[config.mk]
export PLATFORM = sky130hd
export DESIGN_NAME = mul_stall_ctrl
export DESIGN_NICKNAME = d
export VERILOG_FILES = /design/src/rtl/proc_ctrl_pkg.sv /design/src/rtl/mul_result_sel.sv /design/src/rtl/mul_stall_ctrl.sv
export SDC_FILE = /design/constraint.sdc
export NUM_CORES = 1
export LEC_CHECK = 0
export CORE_ASPECT_RATIO = 1.25
export CORE_MARGIN = 10
export CORE_UTILIZATION = 45
export CTS_BUF_LIST = sky130_fd_sc_hd__clkbuf_4
export CTS_CLUSTER_SIZE = 10
export DETAILED_ROUTE_END_ITERATION = 8
export PLACE_DENSITY = 0.88
export SYNTH_ARGS = -nofsm -noshare
export SYNTH_HDL_FRONTEND = slang
export SYNTH_HIERARCHICAL = 1
export SYNTH_SLANG_ARGS = --single-unit
[constraint.sdc]
create_clock -name clk -period 3.9 [get_ports clk]
set_input_delay 0.39 -clock clk [delete_from_list [all_inputs] [get_ports clk]]
set_output_delay 0.39 -clock clk [all_outputs]
set_load 0.005 [all_outputs]
[src/rtl/proc_ctrl_pkg.sv]
// Shared types and constants for the processor control slice.
// Holds the multiply op encoding, the stall-controller states and the x0 index.
package proc_ctrl_pkg;

  typedef enum logic [1:0] {
    MUL_LO = 2'd0,
    MULH   = 2'd1,
    MULHSU = 2'd2,
    MULHU  = 2'd3
  } mul_op_e;

  typedef enum logic [2:0] {
    S_IDLE,
    S_ISSUE,
    S_WAIT,
    S_WB,
    S_ERR
  } mul_ctrl_state_e;

  localparam logic [4:0] REG_ZERO = 5'd0;

endpackage

[src/rtl/mul_result_sel.sv]
// Combinational multiply-op decode: operand signedness and product half selection.
// Kept standalone so the decode stage can share the same op table.
module mul_result_sel
  import proc_ctrl_pkg::*;
(
  input  logic [1:0]  op,
  input  logic [63:0] product,
  output logic        signed_a,
  output logic        signed_b,
  output logic [31:0] result
);

  always_comb begin
    signed_a = 1'b0;
    signed_b = 1'b0;
    result   = product[63:32];
    case (mul_op_e'(op))
      MUL_LO: begin
        signed_a = 1'b1;
        signed_b = 1'b1;
        result   = product[31:0];
      end
      MULH: begin
        signed_a = 1'b1;
        signed_b = 1'b1;
      end
      MULHSU: begin
        signed_a = 1'b1;
      end
      MULHU: begin
        signed_a = 1'b0;
      end
      default: begin
        signed_a = 1'b0;
      end
    endcase
  end

endmodule

[src/rtl/mul_stall_ctrl.sv]
// Stall controller sequencing the multi-cycle multiplier: freezes the PC, hands
// off operands, writes the result back. Optional MUL_STALL_PERF_EN adds a stall counter.
module mul_stall_ctrl
  import proc_ctrl_pkg::*;
#(
  parameter int unsigned TIMEOUT_CYCLES = 64,
  parameter int unsigned CNT_W          = 7
) (
  input  logic        clk,
  input  logic        rst,
  input  logic        instr_valid,
  input  logic        is_mul,
  input  logic [1:0]  mul_op,
  input  logic [4:0]  rd_in,
  input  logic [31:0] rs1_val,
  input  logic [31:0] rs2_val,
  input  logic        mul_done,
  input  logic [63:0] mul_product,
  input  logic        err_clr,
  output logic        pc_en,
  output logic        mul_start,
  output logic [31:0] mul_a,
  output logic [31:0] mul_b,
  output logic        mul_signed_a,
  output logic        mul_signed_b,
  output logic        rf_wen_mul,
  output logic [4:0]  rf_waddr_mul,
  output logic [31:0] rf_wd_mul,
  output logic        mul_err
`ifdef MUL_STALL_PERF_EN
  ,
  output logic [31:0] perf_stall_cycles
`endif
);

  localparam logic [CNT_W-1:0] CNT_MAX = CNT_W'(TIMEOUT_CYCLES - 1);

  mul_ctrl_state_e  state_q, state_d;
  mul_op_e          op_q;
  logic [4:0]       rd_q;
  logic [31:0]      a_q, b_q, res_q;
  logic [CNT_W-1:0] cnt_q;

  logic        detect;
  logic        latch_ops, cnt_clr, cnt_inc, res_load, start_c, pc_en_c;
  logic        sel_signed_a, sel_signed_b;
  logic [31:0] sel_result;
  logic        in_op;

  mul_result_sel u_sel (
    .op       (op_q),
    .product  (mul_product),
    .signed_a (sel_signed_a),
    .signed_b (sel_signed_b),
    .result   (sel_result)
  );

  assign detect = instr_valid && is_mul;

  always_comb begin
    state_d   = state_q;
    pc_en_c   = 1'b0;
    start_c   = 1'b0;
    latch_ops = 1'b0;
    cnt_clr   = 1'b0;
    cnt_inc   = 1'b0;
    res_load  = 1'b0;
    case (state_q)
      S_IDLE: begin
        pc_en_c = !detect;
        if (detect) begin
          latch_ops = 1'b1;
          state_d   = S_ISSUE;
        end
      end
      S_ISSUE: begin
        start_c = 1'b1;
        cnt_clr = 1'b1;
        state_d = S_WAIT;
      end
      S_WAIT: begin
        // A done on the final timeout cycle still completes normally.
        if (mul_done) begin
          res_load = 1'b1;
          state_d  = S_WB;
        end else if (cnt_q == CNT_MAX) begin
          state_d = S_ERR;
        end else begin
          cnt_inc = 1'b1;
        end
      end
      S_WB: begin
        pc_en_c = 1'b1;
        state_d = S_IDLE;
      end
      S_ERR: begin
        if (err_clr) state_d = S_IDLE;
      end
      default: state_d = S_IDLE;
    endcase
  end

  always_ff @(posedge clk or negedge rst) begin
    if (!rst) begin
      state_q <= S_IDLE;
      op_q    <= MUL_LO;
      rd_q    <= '0;
      a_q     <= '0;
      b_q     <= '0;
      res_q   <= '0;
      cnt_q   <= '0;
    end else begin
      state_q <= state_d;
      if (latch_ops) begin
        op_q <= mul_op_e'(mul_op);
        rd_q <= rd_in;
        a_q  <= rs1_val;
        b_q  <= rs2_val;
      end
      if (cnt_clr)      cnt_q <= '0;
      else if (cnt_inc) cnt_q <= cnt_q + CNT_W'(1);
      if (res_load) res_q <= sel_result;
    end
  end

  assign in_op        = (state_q == S_ISSUE) || (state_q == S_WAIT) || (state_q == S_WB);
  assign pc_en        = rst && pc_en_c;
  assign mul_start    = start_c;
  assign mul_a        = a_q;
  assign mul_b        = b_q;
  assign mul_signed_a = in_op && sel_signed_a;
  assign mul_signed_b = in_op && sel_signed_b;
  assign rf_wen_mul   = (state_q == S_WB) && (rd_q != REG_ZERO);
  assign rf_waddr_mul = rd_q;
  assign rf_wd_mul    = res_q;
  assign mul_err      = (state_q == S_ERR);

`ifdef MUL_STALL_PERF_EN
  logic [31:0] perf_q;

  always_ff @(posedge clk or negedge rst) begin
    if (!rst) begin
      perf_q <= '0;
    end else if (!pc_en && ((state_q != S_IDLE) || detect) && (perf_q != '1)) begin
      perf_q <= perf_q + 32'd1;
    end
  end

  assign perf_stall_cycles = perf_q;
`endif

endmodule

# Word-level counts from Yosys, hierarchy flattened
# Cells that the tools add are included.
[classes]
div = 0
magnitude_cmp = 0
addsub = 1
muxes = 19
mul = 0
reduce_logical = 15
shift = 0
n_eq_ne = 11
bitwise_logic = 0
[op_table]
columns = ["op", "count"]
rows = [
  ["$mux W32", 1],
  ["$mux W7", 2],
  ["$mux W3", 4],
  ["$pmux W3 S4", 1],
  ["$mux W1", 9],
  ["$add A7 B1 Y7 const B", 1],
  ["$eq A7 B6 Y1 const B", 1],
  ["$eq A3 B2 Y1 const B", 2],
  ["$logic_and A1 B1 Y1", 5],
  ["$reduce_bool A5 Y1", 1],
  ["$eq A2 B2 Y1 const B", 2],
  ["$ne A2 B2 Y1 const B", 2],
  ["$pmux W1 S2", 2],
  ["$eq A3 B1 Y1 const B", 1],
  ["$eq A3 B3 Y1 const B", 1],
  ["$logic_not A3 Y1", 1],
  ["$ne A3 B3 Y1 const B", 1],
  ["$reduce_and A3 Y1", 1],
  ["$reduce_or A3 Y1", 1],
  ["$eq A2 B1 Y1 const B", 1],
  ["$logic_not A2 Y1", 1],
  ["$logic_or A1 B1 Y1", 2],
  ["$reduce_bool A2 Y1", 1],
  ["$reduce_or A2 Y1", 1],
  ["$logic_not A1 Y1", 1],
]
[word_totals]
ramBits = 0
latchBits = 0
romBits = 0
memories = 0
word_cells = 53
ff_bits = 113

# Longest topological paths before layout
[logic_depth]
word_depth = 6
depth_mapped = 6
depth_no_buf = 5

# Cells and area by module
# The synthesis kept the hierarchy.
[by_module_without_submodules]
columns = ["module", "area_per_inst_um2", "cells_per_inst", "n_inst"]
rows = [
  ["mul_stall_ctrl", 4456.8, 284, 1],
  ["mul_result_sel", 536.8, 38, 1],
]

# Worst setup path before layout
# Ideal clock, no wire load.
[synth_path]
path_type = "register to register"
startpoint = "register state_q[1]"
endpoint = "register a_q[0], in the netlist mul_a[0]"
slack_ns = 2.192
path_buffers = 2
path_stages_with_launch = 5
t_arrival_ns = 1.583
path_cell_list = "dfrtp_1 > buf_4 > nor4_4 > buf_6 > mux2_2"
[synth_between]
elab_chain_len = 2
[synth_rtl]
columns = ["item", "line", "source"]
rows = [
  ["from (decl)", "mul_stall_ctrl.sv:38", "mul_ctrl_state_e state_q, state_d;"],
  ["from (signal assigned)", "mul_stall_ctrl.sv:113", "state_q <= state_d;"],
  ["$logic_not A3 Y1", "mul_stall_ctrl.sv:68", "case (state_q)"],
  ["$mux W1", "mul_stall_ctrl.sv:68", ""],
  ["to (signal assigned)", "mul_stall_ctrl.sv:117", "a_q <= rs1_val;"],
  ["to (decl)", "mul_stall_ctrl.sv:41", "logic [31:0] a_q, b_q, res_q;"],
]
# Every way passes these cells.
# A chain may end at the register's enable or synchronous reset.

# Final worst setup path
[layout_path]
startpoint = "register state_q[1]"
endpoint = "output mul_start"
[layout_between]
elab_chain_len = 2
[layout_rtl]
columns = ["item", "line", "source"]
rows = [
  ["$eq A3 B1 Y1", "mul_stall_ctrl.sv:68", ""],
  ["$mux W1", "mul_stall_ctrl.sv:68", ""],
  ["to (decl)", "mul_stall_ctrl.sv:21", "output logic mul_start,"],
]
# Every way passes these cells.

==> impl_metrics.tcl <==
set metrics [dict create \
    p_per_area_nw_per_um2 715 \
    slew_viol_final 0 \
    leakage_nw 3.24 \
    cp-end-kind "primary output" \
    final_core_util 0.726 \
    first_iter_violations 104 \
    cts_made_buffers 17 \
    rows 42 \
    skew_ps 14.6 \
    setup_violations 0 \
    r2r-start "op_q[1]" \
    insertion_delay_ps 510 \
    syn-cell-area_sq_um 4990 \
    fp.coreArea_sq_um 10700 \
    start_util 0.466 \
    grt_usage 0.184 \
    place_inst 687 \
    nets 717 \
    slowest_stage "clkdlybuf4s50_1" \
    grt_first_pass_wirelength_microns 22400 \
    grt_max_degree 74 \
    dp_hpwl_microns 11300 \
    place.gp.congestion 0.740 \
    criticalPathCategory "reg -> out" \
    r2r_cells 4 \
    cts_root_buf "clkbuf_4" \
    cap_violations 0 \
    dieWidth_microns 114 \
    crit_arrival_ps 2260 \
    grt_remaining_overflow 0 \
    antenna_found_initial 0 \
    drive_above_1_share 0.286 \
    finalPower_mw 5.56 \
    portBuffers 247 \
    clk_pin_slew_worst_paths_ps 100 \
    fp.dieArea_sq_um 15700 \
    drc_errors 0 \
    synth.distinct_cells 34 \
    postCtsSetupBuffers 0 \
    postRouteAntennaNets 0 \
    setup_tns_ps 0 \
    required_ps 3510 \
    cts_buffer_depth 2 \
    via_per_inst 5.00 \
    critPathTopFamily "buffers and inverters" \
    wl_per_cell_microns 20.1 \
    tightest_slew_ps 1020 \
    max_stage_delay_ps 540 \
    post-route-period-util 0.679 \
    path_buf_inv 2 \
    cp_max_fo 11 \
    first_pass_iters 4 \
    finalCriticalPeriod_ps 2650 \
    max-slew-margin-rel 0.322 \
    vdd_drop_max_mv 0.446 \
    status "complete, no violations" \
    avgSynthCellArea_sq_um 15.5 \
    num_vias 3603 \
    grt_setup_unrepaired "no" \
    synth-seq-cells 113 \
    cts_tree "done" \
    htreeDepth 4 \
    io_pins 248 \
    critPathLaunchType "flip-flop" \
    fp.dieH_microns 138 \
    routed_wl_microns 14500 \
    grt_pass1_vias 4028 \
    min_path_type "in -> async" \
    stdcell_count 720 \
    path_cells "nand2b_1, or2_2, inv_1, clkdlybuf4s50_1" \
    synthesis.nets 464 \
    ys_warn_count 6 \
    syn_inst 322 \
    rrSetupSlack_ps 1580 \
    hold_viol 0 \
    timing.fmax_ghz 0.378 \
    antenna_cells 0 \
    clock-sinks 113 \
    ys_seq_area_frac 0.566 \
    syn_to_final_growth_pct 55.9 \
    timing.rr.end "rf_wd_mul[16]" \
]
[sequential cells by signal, summed over array words and instances (netlist names)]
signal and count:
mul_a 32, mul_b 32, rf_wd_mul 32, cnt_q 7
rf_waddr_mul 5, state_q 3, op_q 2
[worst register-to-register path, stage by stage, from the launching register on]
cell	delay [ps]
dfrtp_1	440
nor2_4	810
buf_4	370
mux2_4	320
mux2_2	270
[cell usage in the layout (no fill, tap or decap), types with 2 or more instances in the layout]
cell type,n
clkdlybuf4s50_1,246
dfrtp_1,113
mux2_2,96
mux2_4,30
clkbuf_4,18
mux2_1,9
nand2_1,8
nor2_1,7
clkinvlp_4,6
buf_4,5
inv_1,4
a21oi_1,4
clkinv_2,4
nand2b_1,3
o211ai_1,3
or2_2,2
nor3_1,2
nand3b_1,2
nor3b_1,2
mux2i_1,2
o21ai_0,2
o31ai_1,2
xor2_1,2
bufinv_16,2
clkinv_4,2
[cell families after synthesis]
family	share of synthesized area
xor+xnor	0.00351
compound gates	0.0168
flops	0.566
simple gates	0.0413
buf+inv	0.0386
mux	0.331
fa+ha+maj	0.00251
[layout make-up]
class	instances	area [sq um]
fill	734	2940
sequential	113	2830
timing repair buffer	252	2510
multi-input combinational	187	1990
tap	132	165
clock inverter	14	143
clock buffer	18	135
inverter	4	15.0
[cell usage after synthesis]
cell type / count / area (sq um)
nor3_1: 2 / 10.0
buf_8: 3 / 45.0
o211ai_1: 3 / 22.5
mux2_2: 96 / 1080
mux2_1: 9 / 101
buf_2: 1 / 5.00
inv_1: 4 / 15.0
nor2_1: 7 / 26.3
nor2_4: 1 / 11.3
o21ai_0: 2 / 10.0
nand2_1: 8 / 30.0
and3_1: 1 / 6.26
nor4bb_1: 1 / 10.0
buf_4: 4 / 30.0
dfrtp_1: 113 / 2830
nand3_1: 1 / 5.00
o311a_1: 1 / 10.0
ha_1: 1 / 12.5
nor2b_1: 1 / 6.26
or2_2: 2 / 12.5
nor4b_1: 1 / 8.76
nor3b_1: 2 / 15.0
o22ai_1: 1 / 6.26
mux2i_1: 2 / 20.0
o31ai_1: 2 / 15.0
clkbuf_1: 2 / 7.51
xor2_1: 2 / 17.5
nand3b_1: 2 / 15.0
nand2b_1: 3 / 18.8
buf_6: 8 / 90.1
a21oi_1: 4 / 20.0
or4b_1: 1 / 10.0
mux2_4: 30 / 450
nor4_4: 1 / 21.3
[per-stage QoR]
| step | hold WS [ps] | worst slack, ps | cell area [sq um] |
|---|---|---|---|
| finish | 418 | 1250 | 7780 |
| global route | 414 | 1110 | 7780 |
| CTS | 400 | 1210 | 7780 |
| detailed placement | 403 | 1460 | 7500 |
| global placement | 394 | 1530 | 7500 |
| floorplan | 94.4 | 2190 | 4990 |
[how the worst max path moves through the flow]
stage,startpoint,to,slack (ps),depth (start not counted)
floorplan,state_q[1],mul_a[0],2190,4
finish,state_q[1],mul_start,1250,4
global placement,instr_valid,mul_a[8],1530,5
detailed placement,instr_valid,mul_a[15],1460,5
CTS,state_q[0],mul_start,1210,4
global route,state_q[0],mul_start,1110,4
[report_power, final]
| group | internal, mW | switching [mW] |
|---|---|---|
| clock network | 0.383 | 0.450 |
| registers | 1.74 | 0.343 |
| logic | 1.80 | 0.851 |
[routing by layer]
layer	track usage	wire length, microns
met1	0.189	5270
met2	0.319	7620
met3	0.0853	1380
met4	0.0669	217
met5	0	0
[what timing repair did]
action,in CTS,in global routing
gates resized for setup,0,0
endpoints found under the hold margin,40,0
hold buffers,1,0
Note: power is estimated with default switching activity, not from simulation.
